--- src/rtl/lcd_responder.sv ---
// Memory-mapped HD44780-style LCD write port: a 4-entry command/data FIFO drained
// by a timed SETUP/PULSE/HOLD/WAIT strobe sequencer, plus status and control registers.
module lcd_responder #(
    parameter int T_SETUP     = 2,
    parameter int T_PULSE     = 12,
    parameter int T_HOLD      = 2,
    parameter int T_EXEC      = 2000,
    parameter int T_EXEC_LONG = 82000
) (
    input  logic        i_clk,
    input  logic        i_rst_n,
    input  logic        i_sel,
    input  logic [1:0]  i_addr,
    input  logic [31:0] i_wdata,
    input  logic        i_wren,
    output logic [31:0] o_rdata,
    output logic [7:0]  o_lcd_data,
    output logic        o_lcd_rs,
    output logic        o_lcd_rw,
    output logic        o_lcd_en,
    output logic        o_lcd_on,
    output logic        o_lcd_blon
);

    // IDLE: waiting for FIFO | SETUP: bus stable, en low | PULSE: en high
    // HOLD: bus held, en low | WAIT: LCD executing the byte
    localparam logic [2:0] S_IDLE  = 3'd0;
    localparam logic [2:0] S_SETUP = 3'd1;
    localparam logic [2:0] S_PULSE = 3'd2;
    localparam logic [2:0] S_HOLD  = 3'd3;
    localparam logic [2:0] S_WAIT  = 3'd4;

    localparam int MAX_A = (T_SETUP > T_PULSE) ? T_SETUP : T_PULSE;
    localparam int MAX_B = (T_HOLD > T_EXEC) ? T_HOLD : T_EXEC;
    localparam int MAX_C = (MAX_A > MAX_B) ? MAX_A : MAX_B;
    localparam int MAX_T = (MAX_C > T_EXEC_LONG) ? MAX_C : T_EXEC_LONG;
    localparam int CW    = $clog2(MAX_T + 1);

    localparam logic [CW-1:0] LD_SETUP = CW'(T_SETUP - 1);
    localparam logic [CW-1:0] LD_PULSE = CW'(T_PULSE - 1);
    localparam logic [CW-1:0] LD_HOLD  = CW'(T_HOLD - 1);
    localparam logic [CW-1:0] LD_EXEC  = CW'(T_EXEC - 1);
    localparam logic [CW-1:0] LD_LONG  = CW'(T_EXEC_LONG - 1);

    logic [8:0]    mem_q [4];
    logic [8:0]    mem_d [4];
    logic [1:0]    wr_ptr_q, wr_ptr_d;
    logic [1:0]    rd_ptr_q, rd_ptr_d;
    logic [2:0]    count_q, count_d;
    logic          ovf_q, ovf_d;
    logic [1:0]    ctrl_q, ctrl_d;
    logic [2:0]    state_q, state_d;
    logic [CW-1:0] cnt_q, cnt_d;
    logic          rs_q, rs_d;
    logic [7:0]    data_q, data_d;
    logic          en_q, en_d;

    logic       wr, push, push_ok, pop, full, empty, busy, is_long;
    logic [8:0] head;
    logic       unused_wdata;

    assign unused_wdata = ^i_wdata[31:8];

    assign wr      = i_sel & i_wren;
    assign push    = wr & ((i_addr == 2'd0) | (i_addr == 2'd1));
    assign full    = (count_q == 3'd4);
    assign empty   = (count_q == 3'd0);
    assign push_ok = push & ~full;
    assign pop     = (state_q == S_IDLE) & ~empty;
    assign busy    = (state_q != S_IDLE);
    assign head    = mem_q[rd_ptr_q];
    // clear and home need the long execution time; data bytes never do
    assign is_long = ~rs_q & ((data_q == 8'h01) | (data_q == 8'h02));

    always_comb begin
        mem_d    = mem_q;
        wr_ptr_d = wr_ptr_q;
        rd_ptr_d = rd_ptr_q;
        ovf_d    = ovf_q;
        ctrl_d   = ctrl_q;
        if (push_ok) begin
            mem_d[wr_ptr_q] = {(i_addr == 2'd0), i_wdata[7:0]};
            wr_ptr_d        = wr_ptr_q + 2'd1;
        end
        if (pop) begin
            rd_ptr_d = rd_ptr_q + 2'd1;
        end
        count_d = count_q + {2'b00, push_ok} - {2'b00, pop};
        if (wr && (i_addr == 2'd2)) begin
            ovf_d = 1'b0;
        end
        if (push && full) begin
            ovf_d = 1'b1;
        end
        if (wr && (i_addr == 2'd3)) begin
            ctrl_d = i_wdata[1:0];
        end
    end

    always_comb begin
        state_d = state_q;
        cnt_d   = cnt_q;
        rs_d    = rs_q;
        data_d  = data_q;
        case (state_q)
            S_IDLE: begin
                if (!empty) begin
                    state_d = S_SETUP;
                    cnt_d   = LD_SETUP;
                    rs_d    = head[8];
                    data_d  = head[7:0];
                end
            end
            S_SETUP: begin
                if (cnt_q == '0) begin
                    state_d = S_PULSE;
                    cnt_d   = LD_PULSE;
                end else begin
                    cnt_d = cnt_q - 1'b1;
                end
            end
            S_PULSE: begin
                if (cnt_q == '0) begin
                    state_d = S_HOLD;
                    cnt_d   = LD_HOLD;
                end else begin
                    cnt_d = cnt_q - 1'b1;
                end
            end
            S_HOLD: begin
                if (cnt_q == '0) begin
                    state_d = S_WAIT;
                    cnt_d   = is_long ? LD_LONG : LD_EXEC;
                end else begin
                    cnt_d = cnt_q - 1'b1;
                end
            end
            S_WAIT: begin
                if (cnt_q == '0) begin
                    state_d = S_IDLE;
                end else begin
                    cnt_d = cnt_q - 1'b1;
                end
            end
            default: begin
                state_d = S_IDLE;
                cnt_d   = '0;
            end
        endcase
        en_d = (state_d == S_PULSE);
    end

    always_ff @(posedge i_clk or negedge i_rst_n) begin
        if (!i_rst_n) begin
            for (int i = 0; i < 4; i++) begin
                mem_q[i] <= '0;
            end
            wr_ptr_q <= '0;
            rd_ptr_q <= '0;
            count_q  <= '0;
            ovf_q    <= 1'b0;
            ctrl_q   <= '0;
            state_q  <= S_IDLE;
            cnt_q    <= '0;
            rs_q     <= 1'b0;
            data_q   <= '0;
            en_q     <= 1'b0;
        end else begin
            mem_q    <= mem_d;
            wr_ptr_q <= wr_ptr_d;
            rd_ptr_q <= rd_ptr_d;
            count_q  <= count_d;
            ovf_q    <= ovf_d;
            ctrl_q   <= ctrl_d;
            state_q  <= state_d;
            cnt_q    <= cnt_d;
            rs_q     <= rs_d;
            data_q   <= data_d;
            en_q     <= en_d;
        end
    end

    always_comb begin
        o_rdata = '0;
        if (i_sel) begin
            case (i_addr)
                2'd2:    o_rdata = {25'b0, count_q, ovf_q, empty, full, busy};
                2'd3:    o_rdata = {30'b0, ctrl_q};
                default: o_rdata = '0;
            endcase
        end
    end

    assign o_lcd_data = data_q;
    assign o_lcd_rs   = rs_q;
    assign o_lcd_rw   = 1'b0;
    assign o_lcd_en   = en_q;
    assign o_lcd_on   = ctrl_q[0];
    assign o_lcd_blon = ctrl_q[1];

endmodule
--- config.mk ---
export PLATFORM = sky130hd
export DESIGN_NAME = lcd_responder
export DESIGN_NICKNAME = d
export VERILOG_FILES = /design/src/rtl/lcd_responder.sv
export SDC_FILE = /design/constraint.sdc
export NUM_CORES = 1
export LEC_CHECK = 0
export ABC_AREA = 1
export BUFFER_PORTS_ARGS = -buffer_cell sky130_fd_sc_hd__buf_2
export CAP_MARGIN = 40
export CELL_PAD_IN_SITES_DETAIL_PLACEMENT = 1
export CELL_PAD_IN_SITES_GLOBAL_PLACEMENT = 2
export CORE_ASPECT_RATIO = 0.7
export CORE_MARGIN = 2
export CORE_UTILIZATION = 34
export CTS_BUF_LIST = sky130_fd_sc_hd__clkbuf_4 sky130_fd_sc_hd__clkbuf_8 sky130_fd_sc_hd__clkbuf_16
export DETAILED_ROUTE_END_ITERATION = 7
export HOLD_SLACK_MARGIN = 0.15
export PLACE_DENSITY = 0.84
export SETUP_SLACK_MARGIN = 0.1
export SLEW_MARGIN = 20
export SYNTH_ARGS = -nofsm -noshare
export SYNTH_HDL_FRONTEND = slang
export SYNTH_SLANG_ARGS = --single-unit
--- constraint.sdc ---
create_clock -name i_clk -period 6.66 [get_ports i_clk]
set_clock_uncertainty 0.15 [all_clocks]
set_input_delay 0.333 -clock i_clk [delete_from_list [all_inputs] [get_ports i_clk]]
set_output_delay 0.333 -clock i_clk [all_outputs]
set_load 0.01 [all_outputs]
==> impl_results.md, run 1 <==
* First-pass GRT wire length at around 18 mm
* Final count of pins violating max slew at 0
* Register area share after synthesis at ~47%
* Clock transition at path regs at 0.06 ns
* N_diodes at 0
* # IOs at 83
* CP Class: register to register
* Internal power at 996 uW
* Post-Syn Area at 4070 sq um
* Synth Flop Type: dfrtp_1
* I/O Buffers at 32
* P&R area growth vs syn at 15.0%
* Die Wd at 135 um
* Critical path's slowest cell: clkinv_1
* Routed wire length at 10.5 mm
* Final net count at 590
* Worst Path Max Fanout at 17
* Post-CTS setup buffer count at 0
* Die height at 95.5 um
* DRC at 0
* Final Hold Viols at 0
* Root Driver: clkbuf_16
* Sequential power share at a little under half
* Net switching power at 410 uW
* Synth warn at 0
* CP Cell Sequence: nor2_2, inv_2, nor2_2, nand2_1, clkinv_1, ha_1, inv_1, ha_1, fa_1, xnor2_1
* Sw frac at 29.2%
* Antenna Nets Post-Route at 0
* Share of cells above drive strength 1 at 13.7%
* Buf/Inv on CP at 3
* DR WL/cell at 14.9 um
* Period utilization at 44.3%
* Pleak at ~0.0024 uW
* Setup violations, final at 0
* CP max stage delay at 0.54 ns
* Hold Crit Start: i_wdata[2]
* Maxcap violations at 0
* Hold WC Path Type: input port to register
* FF-to-FF End: count_q[2]
* DIE AREA at between 10000 and 15000 sq um
* Outcome: complete, no violations
* Initial DRC Count at 155
* Worst-Skew Late Latency at 0.34 ns
* Initial antenna violation count at 0
* Core Region at about 12000 sq um
* Starting density of the core at 34.8%
* Clk sinks at 76
* Combinational power share at 17.4%
* Pwr Density at 301 nW/um^2
* RSZ-0062 raised after global routing: no
* Post-synth ARST share at 100%
* Slew Limit Headroom at 48.1%
* Min Tclk post-route at 2.95 ns
* Hpwl dp at 7.56 mm
* Cts repair resizes at 0
* Slew @ Worst Pin at slightly below 0.8 ns
* Row count at 33
* Mapped Avg Cell Area at 8.05 sq um
* Fmax at 339 MHz
* Hold path cells at 3
* Clock tree buffer depth at 2
* Crit end category: register
* Clock power frac at 36.0%
* Pre-antenna DRT Iters at 4
* Top sig layer: met4
* Largest net degree at the start of global routing at 54
* Delay-heaviest family, CP: adder cells
* Post-Syn Instances at ~510
* Vias in the first global route at 3483
* Reg2reg path depth at 10
* Synth unique cells at 37
* Hold EP: mem_q[20]
* Post-synth EDFFs at 0
* Wire length on met2 at between 4 and 5 mm
* Total Routing Usage GR at 17.9%
* Met3 WL at 308 um
* Setup TNS at 0 ns
* Reg-to-reg slack, setup at around 3.7 ns
* Gr ovfl total at 0
* Yosys reg bits at 76
* CTS tree: done
* WP data arrival at 3.03 ns
* Drt via density at between 4 and 5
* Htree depth at 3
* Worst EP required at 6.73 ns
* Setup crit start kind: register
* FF-to-FF Start: state_q[0]
* Design Area, Final at between 4000 and 5000 sq um
* VDD IR-drop max at 0.197 mV
* RePlAce Congestion at slightly above 0.8
* CTS buffer count at 9
* Vias after detailed routing at 3346
* Met1 wire length at 5.26 mm
* Placed cell area at 4300 sq um
## Yosys cell counts, drive strengths merged (2+ instances only)
library cell  count  share of area, %
nand4             5               1.3
xnor2             2              0.43
clkbuf            4              0.37
o22ai             3              0.46
nand2           117                11
o21ai            62               7.6
a31oi             6              0.92
nand3            25               3.4
xor2             10               2.2
nor2             79               8.6
o31ai             2              0.37
o32ai             2              0.43
o211ai            2              0.37
ha                7               2.2
a21oi             6              0.83
buf              32               5.6
nor3              7              0.86
inv              52               4.8
dfrtp            76                47
## area by class of cell
cell class	instances	area, sq um
Inverter	53	199
Tap cell	157	196
Clock inverter	5	58.8
Sequential cell	76	1900
Fill cell	1455	7010
Timing Repair Buffer	39	250
Multi-Input combinational cell	365	1820
Clock buffer	11	253
## cell usage in the layout (no fill, tap or decap), drive strengths merged, types with 5 or more instances in the layout
cell / netlist / layout
ha: 7 / 7
o21ai: 62 / 62
dlygate4sd3: 0 / 6
inv: 52 / 53
nand4: 5 / 5
a31oi: 6 / 6
nand2: 117 / 117
a21oi: 6 / 6
xor2: 10 / 10
nor3: 7 / 7
clkbuf: 4 / 11
conb: 1 / 26
buf: 32 / 33
dfrtp: 76 / 76
nor2: 79 / 79
nand3: 25 / 25
## layer usage
layer  GRT usage (%)  vias to the layer above
met4            5.09                        0
met1            24.3                     1658
met2            29.4                       40
li1                -                     1644
met5               0                        -
met3            3.24                        4
## worst max-delay path by stage
| stage | start | to | slack (ns) | depth (start not counted) |
|---|---|---|---|---|
| 6_report | state_q[0] | count_q[2] | 3.71 | 10 |
| 2_1_floorplan | count_q[0] | count_q[2] | 4.33 | 10 |
| 4_1_cts | state_q[0] | count_q[2] | 3.68 | 10 |
| 3_3_place_gp | state_q[0] | count_q[2] | 3.75 | 10 |
| 3_5_place_dp | state_q[0] | count_q[2] | 3.69 | 10 |
| 5_1_grt | state_q[0] | count_q[2] | 3.53 | 10 |
## power groups by stage
| stage | clock (uW) | sequential (uW) | combinational, uW |
|---|---|---|---|
| 2_1_floorplan | 0 | 642 | 190 |
| 3_3_place_gp | 0 | 656 | 224 |
| 3_5_place_dp | 0 | 661 | 242 |
| 4_1_cts | 519 | 655 | 250 |
| 5_1_grt | 536 | 672 | 291 |
| 6_report | 506 | 655 | 245 |
## worst min-delay path: cells and delay by family
kind	cells	cell delay [ns]
buffers and inverters	2	0.13
AO/OA/AOI/OAI	1	0.14
## flip-flops by register name, summed over array words and instances, names as in the netlist
| register | flops |
|---|---|
| mem_q | 36 |
| cnt_q | 17 |
| o_lcd_data | 8 |
| count_q | 3 |
| state_q | 3 |
| ctrl_q | 2 |
| rd_ptr_q | 2 |
| wr_ptr_q | 2 |
| o_lcd_en | 1 |
| o_lcd_rs | 1 |
| ovf_q | 1 |
## repair_timing
item,in CTS,in global routing
hold endpoints to repair,80,0
setup endpoints to repair,0,0
hold buffers,6,0
## per-stage QoR
stage	total power (uW)	setup WS, ns	cells	utilization, %	hold WS (ns)
finish	1410	3.71	706	40.0	0.155
global route	1500	3.53	706	40.0	0.180
CTS	1420	3.68	706	40.0	0.153
detailed placement	903	3.69	684	36.8	0.120
global placement	880	3.75	683	36.6	0.312
floorplan	832	4.33	530	-	-0.113
## cells by family (layout without fill, tap and decap cells)
kind of cell,count (synthesis),after routing,synth area share (%)
and+or+nand+nor,236,236,26.0
buffers and inverters,89,108,10.9
AOI/OAI and AO/OA,83,83,11.0
DFF,76,76,46.8
xor gates and xnor gates,12,12,2.59
adders and majority gates,8,8,2.65
other,1,26,0.0922
Note: power is estimated with default switching activity, not from simulation.
==> inputs of run 2 (changes only) <==
- CORE_UTILIZATION: 34 -> 32
- PLACE_DENSITY: 0.84 -> 0.8
- clock period: 6.66 -> 2.8 ns (I/O delays scaled with it)
==> run 2 against run 1 <==
Against the previous run: maximum frequency increased by 25%; via count is 1.1% higher; register-to-register slack lost 3.3 ns; critical path type unchanged; critical endpoint is now mem_q[17]; largest power group unchanged.
==> impl_results.md, run 2 (synthesized netlist as in run 1, its figures left out) <==
* Net switching power at 1010 uW
* N_diodes at 0
* Share of cells above drive strength 1 at 13.9%
* CP Class: register to register
* Min Tclk post-route at 2.36 ns
* Post-CTS setup buffer count at 0
* Outcome: complete, no violations
* Setup crit start kind: register
* Multi-input gate area at 1820 sq um
* Most frequent cells in the layout: nand2_1 (110), dfrtp_1 (76), nor2_1 (69)
* Wire length on met2 at 4.93 mm
* Slew Limit Headroom at 60.2%
* Clock tree buffer depth at 2
* Pleak at 0.00244 uW
* Hpwl dp at 7.76 mm
* Clock power frac at between 30 and 40%
* Routed wire length at between 10 and 15 mm
* Critical path's slowest cell: dlygate4sd3_1
* Root Driver: clkbuf_16
* RSZ-0062 raised after global routing: no
* DIE AREA at 13600 sq um
* Initial antenna violation count at 0
* Hold WC Path Type: input port to asynchronous set/reset pin
* Worst EP required at 2.92 ns
* Gr ovfl total at 0
* Row count at 34
* Total Routing Usage GR at 16.9%
* Worst Path Max Fanout at 18
* Vias in the first global route at 3564
* Buf/Inv on CP at 4
* CP max stage delay at around 0.60 ns
* Commonest non-fill, non-tap cell in the layout: nand2_1
* Met1 wire length at between 5 and 6 mm
* Die height at 98.3 um
* Maxcap violations at 0
* WP data arrival at 2.47 ns
* Pre-antenna DRT Iters at 4
* Core Region at ~12000 sq um
* Pre-CTS WS at 0.482 ns
* Worst setup margin at 0.442 ns
* CTS buffer count at 9
* Setup violations, final at 0
* Starting density of the core at 32.7%
* Largest net degree at the start of global routing at 53
* CTS tree: done
* Register Area at 1900 sq um
* DR WL/cell at 15.1 um
* First-pass GRT wire length at 18.3 mm
* Final net count at between 600 and 700
* CP dominant cell by count: nand2_1
* Cts repair resizes at 0
* Final Hold Viols at 0
* Clock transition at path regs at 0.06 ns
* Antenna Nets Post-Route at 0
* Worst-Skew Late Latency at 0.34 ns
* Number of hold buffers added after CTS at 18
* # fillers at 1524
* Combinational power share at 17.5%
* Final count of pins violating max slew at 0
* Sequential power share at 44.8%
* CP Cell Sequence: inv_2, nand2_1, nor2_1, inv_1, nand2_1, inv_2, nand2_2, nand2_1, o31ai_1, dlygate4sd3_1
* Htree depth at 3
* I/O Buffers at 32
* Setup TNS at 0 ns
* Fmax at 424 MHz
* Initial DRC Count at 183
* Period utilization at a little over four fifths
* Clk sinks at 76
* Slew @ Worst Pin at 0.593 ns
* P&R area growth vs syn at 19.2%
* Vias after detailed routing at roughly 3.4k
* Sw frac at between 20% and 30%
* Internal power at ~2500 uW
* Crit end category: register
* DRC at 0
* Die Wd at 139 um
* RePlAce Congestion at 0.742
* Biggest register: mem_q
* # IOs at between 80 and 90
* Largest register FFs at 36
* Met3 WL at 260 um
* Delay-heaviest family, CP: buffers and inverters
* VDD IR-drop max at roughly 0.36 mV
* Drt via density at 4.67
* Worst Hold Slack at 0.155 ns
* Top sig layer: met4
* Pwr Density at approximately 720 nW/um^2
## run 2: path summary, 6_finish.rpt
path,start,endpoint,slack (ns),cells after the start
max,count_q[1],mem_q[17],0.44,10
min,i_rst_n,mem_q[33],0.16,3
max reg2reg,count_q[1],mem_q[17],0.44,10
min reg2reg,mem_q[23],mem_q[23],0.33,2
max in group asynchronous,i_rst_n,cnt_q[1],2.05,3
min in group i_clk,i_sel,ctrl_q[1],0.19,4
## run 2: stage by stage
step / util, % / area (sq um) / total power [uW] / std cells
finish: 39.0 / 4850 / 3470 / 725
floorplan: - / 4160 / 1980 / 530
global placement: 34.6 / 4300 / 2100 / 690
global route: 39.0 / 4850 / 3690 / 725
CTS: 39.0 / 4850 / 3510 / 725
detailed placement: 34.8 / 4320 / 2150 / 691
## run 2: area by class of cell
| class | instances | area share (%) |
|---|---|---|
| inverters | 53 | 4.10 |
| well taps | 162 | 4.18 |
| multi-input cells | 365 | 37.5 |
| repair buffers | 53 | 8.16 |
| clock inverters | 6 | 1.94 |
| clock buffers | 10 | 4.93 |
| flip-flops and latches | 76 | 39.2 |
## run 2: layer usage
metal	up-vias	track usage, %
li1	1667	-
met1	1669	24.3
met2	39	26.2
met3	9	3.48
met4	0	4.35
met5	-	0
## run 2: worst min-delay path, cell delays in order
cell and delay (ns):
dlygate4sd3_1 0.53, buf_4 0.14, buf_12 0.18
## run 2: power groups by stage
stage                     Clock (uW)  Sequential (uW)  Combinational (uW)
after floorplan                    0             1530                 451
after global placement             0             1560                 538
after detailed placement           0             1570                 578
after CTS                       1340             1560                 612
after global routing            1380             1590                 718
final                           1310             1560                 609
==> inputs of run 3 (changes only) <==
- ABC_AREA: 1 -> 0
- CORE_UTILIZATION: 32 -> 35
- PLACE_DENSITY: 0.8 -> 0.79
- clock period: 2.8 -> 2.5 ns (I/O delays scaled with it)
==> run 3 against run 2 <==
Against the previous run: sequential cell count did not move; sequential share of layout area fell by 0.19 points; synthesized cell count fell by 29%; largest cell class is now multi-input gates.
==> impl_results.md, run 3 <==
* Outcome: complete, no violations
* FF-to-FF End: cnt_q[16]
* Maxcap violations at 0
* Vias after detailed routing at 2960
* Reg-to-reg slack, setup at 0.31 ns
* Crit end category: register
* Worst-Skew Late Latency at 0.34 ns
* P&R area growth vs syn at 20.0%
* Met2 usage at 26.3%
* Slew Limit Headroom at 59.4%
* Cts repair resizes at 0
* Synth Flop Type: dfrtp_1
* Worst EP required at 2.61 ns
* Drt via density at ~5.1
* Period utilization at 87.6%
* Pwr Density at 763 nW/um^2
* N_diodes at 0
* Cell total after placement at 553
* I/O Buffers at 32
* Most frequent cell after synthesis: dfrtp_1
* Row count at 32
* Clk sinks at 76
* CTS tree: done
* RePlAce Congestion at 0.790
* Pre-antenna DRT Iters at 4
* Commonest non-fill, non-tap cell in the layout: dfrtp_1
* Final Hold Viols at 0
* Clock transition at path regs at 0.06 ns
* Routed wire length at 9.75 mm
* # IOs at 83
* Root Driver: clkbuf_16
* Post-Syn Area at a little over 4000 sq um
* Min Tclk post-route at about 2.2 ns
* Fmax at 456 MHz
* Final net count at 473
* WP data arrival at 2.30 ns
* Vias in the first global route at 3130
* Die Wd at 133 um
* Mapped Avg Cell Area at 11.3 sq um
* Initial antenna violation count at 0
* Final count of pins violating max slew at 0
* First-pass GRT wire length at 16.3 mm
* Post-synth top cells: dfrtp_1 (76), mux2_2 (43), nand2_1 (30)
* DRC at 0
* RSZ-0062 raised after global routing: no
* Post-synth ARST share at between 90% and 100%
* Htree depth at 3
* Hold WC Path Type: input port to asynchronous set/reset pin
* Hpwl dp at 7.08 mm
* Total Routing Usage GR at 17.0%
* GR peak layer: met2
* Starting density of the core at 36.3%
* Gr ovfl total at 0
* VDD IR-drop max at 0.422 mV
* Slew @ Worst Pin at 0.604 ns
* Most frequent cells in the layout: dfrtp_1 (76), mux2_2 (43), buf_2 (31)
* Largest net degree at the start of global routing at 44
* Die height at 94.1 um
* Cell Count, Final, Fillers Out at ~600
* Yosys reg bits at 76
* Register area share after synthesis at 46.8%
* Biggest register: mem_q
* Post-synth top area cell: dfrtp_1
* Sw frac at 27.6%
* Largest cells by area after synthesis: dfrtp_1 (47%), mux2_2 (12%), buf_4 (5.0%), mux4_2 (5.0%), nand2_1 (2.8%)
* Sequential power share at 47.0%
* Post-synth top area share at 46.8%
* Synth warn at 0
* Initial DRC Count at 145
* Met1 Track Usage GR at about a quarter
* DIE AREA at 12500 sq um
* Largest register FFs at 36
* Internal power at 2690 uW
* CP Class: register to register
* Reg2reg path depth at 9
* Setup violations, final at 0
* Share of cells above drive strength 1 at roughly a third
* Net switching power at 1030 uW
* GR Util met3 at 4.05%
* Antenna Nets Post-Route at 0
* Post-Syn Instances at 359
* FF-to-FF Start: cnt_q[0]
* DR WL/cell at 16.7 um
* Clock power frac at 33.0%
* Setup crit start kind: register
* CTS buffer count at 9
* Post-synth EDFFs at 0
* Worst Path Max Fanout at 3
* Clock tree buffer depth at 2
* Setup TNS at 0 ns
* Core Region at 11200 sq um
* Combinational power share at about 20%
* Pleak at 0.00219 uW
* Synth unique cells at 59
## run 3: changes by cell type in the layout (fill, tap and decap cells not counted), sizes merged, moves of 42 or more
cell and delta:
nor2 -55, inv -42, mux2 +43, o21ai -44, nand2 -83
## run 3: worst max-delay path, cell delays in order, from the launching register on
cell     delay [ns]
dfrtp_1        0.39
inv_1          0.08
ha_1           0.22
nor4b_4        0.26
buf_4          0.18
buf_4          0.11
nand4_1        0.12
nor4_1         0.28
o21ai_0        0.13
a32oi_1        0.20
## run 3: final cells by class
class                   instances  area [sq um]
well taps                     153           191
flip-flops and latches         76          1900
inverters                      11          41.3
fillers                      1243          6300
clock buffers                  10           233
clock inverters                 6          47.5
repair buffers                 69           488
multi-input cells             260          1970
## run 3: repair_timing
item / in CTS / in global routing
hold buffers: 14 / 0
endpoints found under the hold margin: 116 / 0
buffers inserted: 0 / 2
setup endpoints to repair: 0 / 12
## run 3: metal layers
layer / up-vias / wire, um / part of all wire, %
li1: 1383 / - / -
met1: 1505 / 4900 / 50
met2: 58 / 4270 / 44
met3: 14 / 416 / 4.3
met4: 0 / 157 / 1.6
met5: - / 0 / 0
## run 3: cell families (layout without fill, tap and decap cells)
family	Yosys count	in the layout	share of synthesized area, %
and+or+nand+nor	105	105	14.4
DFF	76	76	46.8
AOI/OAI and AO/OA	57	57	9.21
muxes	53	53	17.2
buffers and inverters	48	96	7.24
xor gates and xnor gates	11	11	2.37
adders and majority gates	8	8	2.65
other	1	26	0.0924
## run 3: worst max path at each step
| stage | depth (start not counted) | slack (ns) | start | end |
|---|---|---|---|---|
| 2_1_floorplan | 9 | 0.13 | state_q[1] | count_q[2] |
| 4_1_cts | 9 | 0.21 | cnt_q[0] | cnt_q[13] |
| 6_report | 9 | 0.31 | cnt_q[0] | cnt_q[16] |
| 3_5_place_dp | 9 | 0.24 | cnt_q[0] | cnt_q[13] |
| 3_3_place_gp | 9 | 0.29 | cnt_q[0] | cnt_q[11] |
| 5_1_grt | 8 | 0.09 | cnt_q[0] | cnt_q[9] |
## run 3: metrics by stage
stage | area [sq um] | hold slack (ns) | total power (uW) | setup slack (ns) | util [%]
after global routing | 4870 | 0.226 | 3940 | 0.0883 | 43.6
after CTS | 4860 | 0.185 | 3770 | 0.214 | 43.5
after floorplan | 4170 | -0.321 | 2300 | 0.133 | -
after global placement | 4440 | 0.00119 | 2440 | 0.291 | 39.7
after detailed placement | 4440 | 0.00772 | 2500 | 0.243 | 39.7
final | 4870 | 0.191 | 3720 | 0.309 | 43.6
## run 3: power groups by stage
stage / Combinational, uW / Clock [uW] / Sequential [uW]
2_1_floorplan: 596 / 0 / 1710
4_1_cts: 756 / 1260 / 1750
3_3_place_gp: 698 / 0 / 1750
3_5_place_dp: 735 / 0 / 1770
6_report: 741 / 1230 / 1750
5_1_grt: 827 / 1320 / 1790
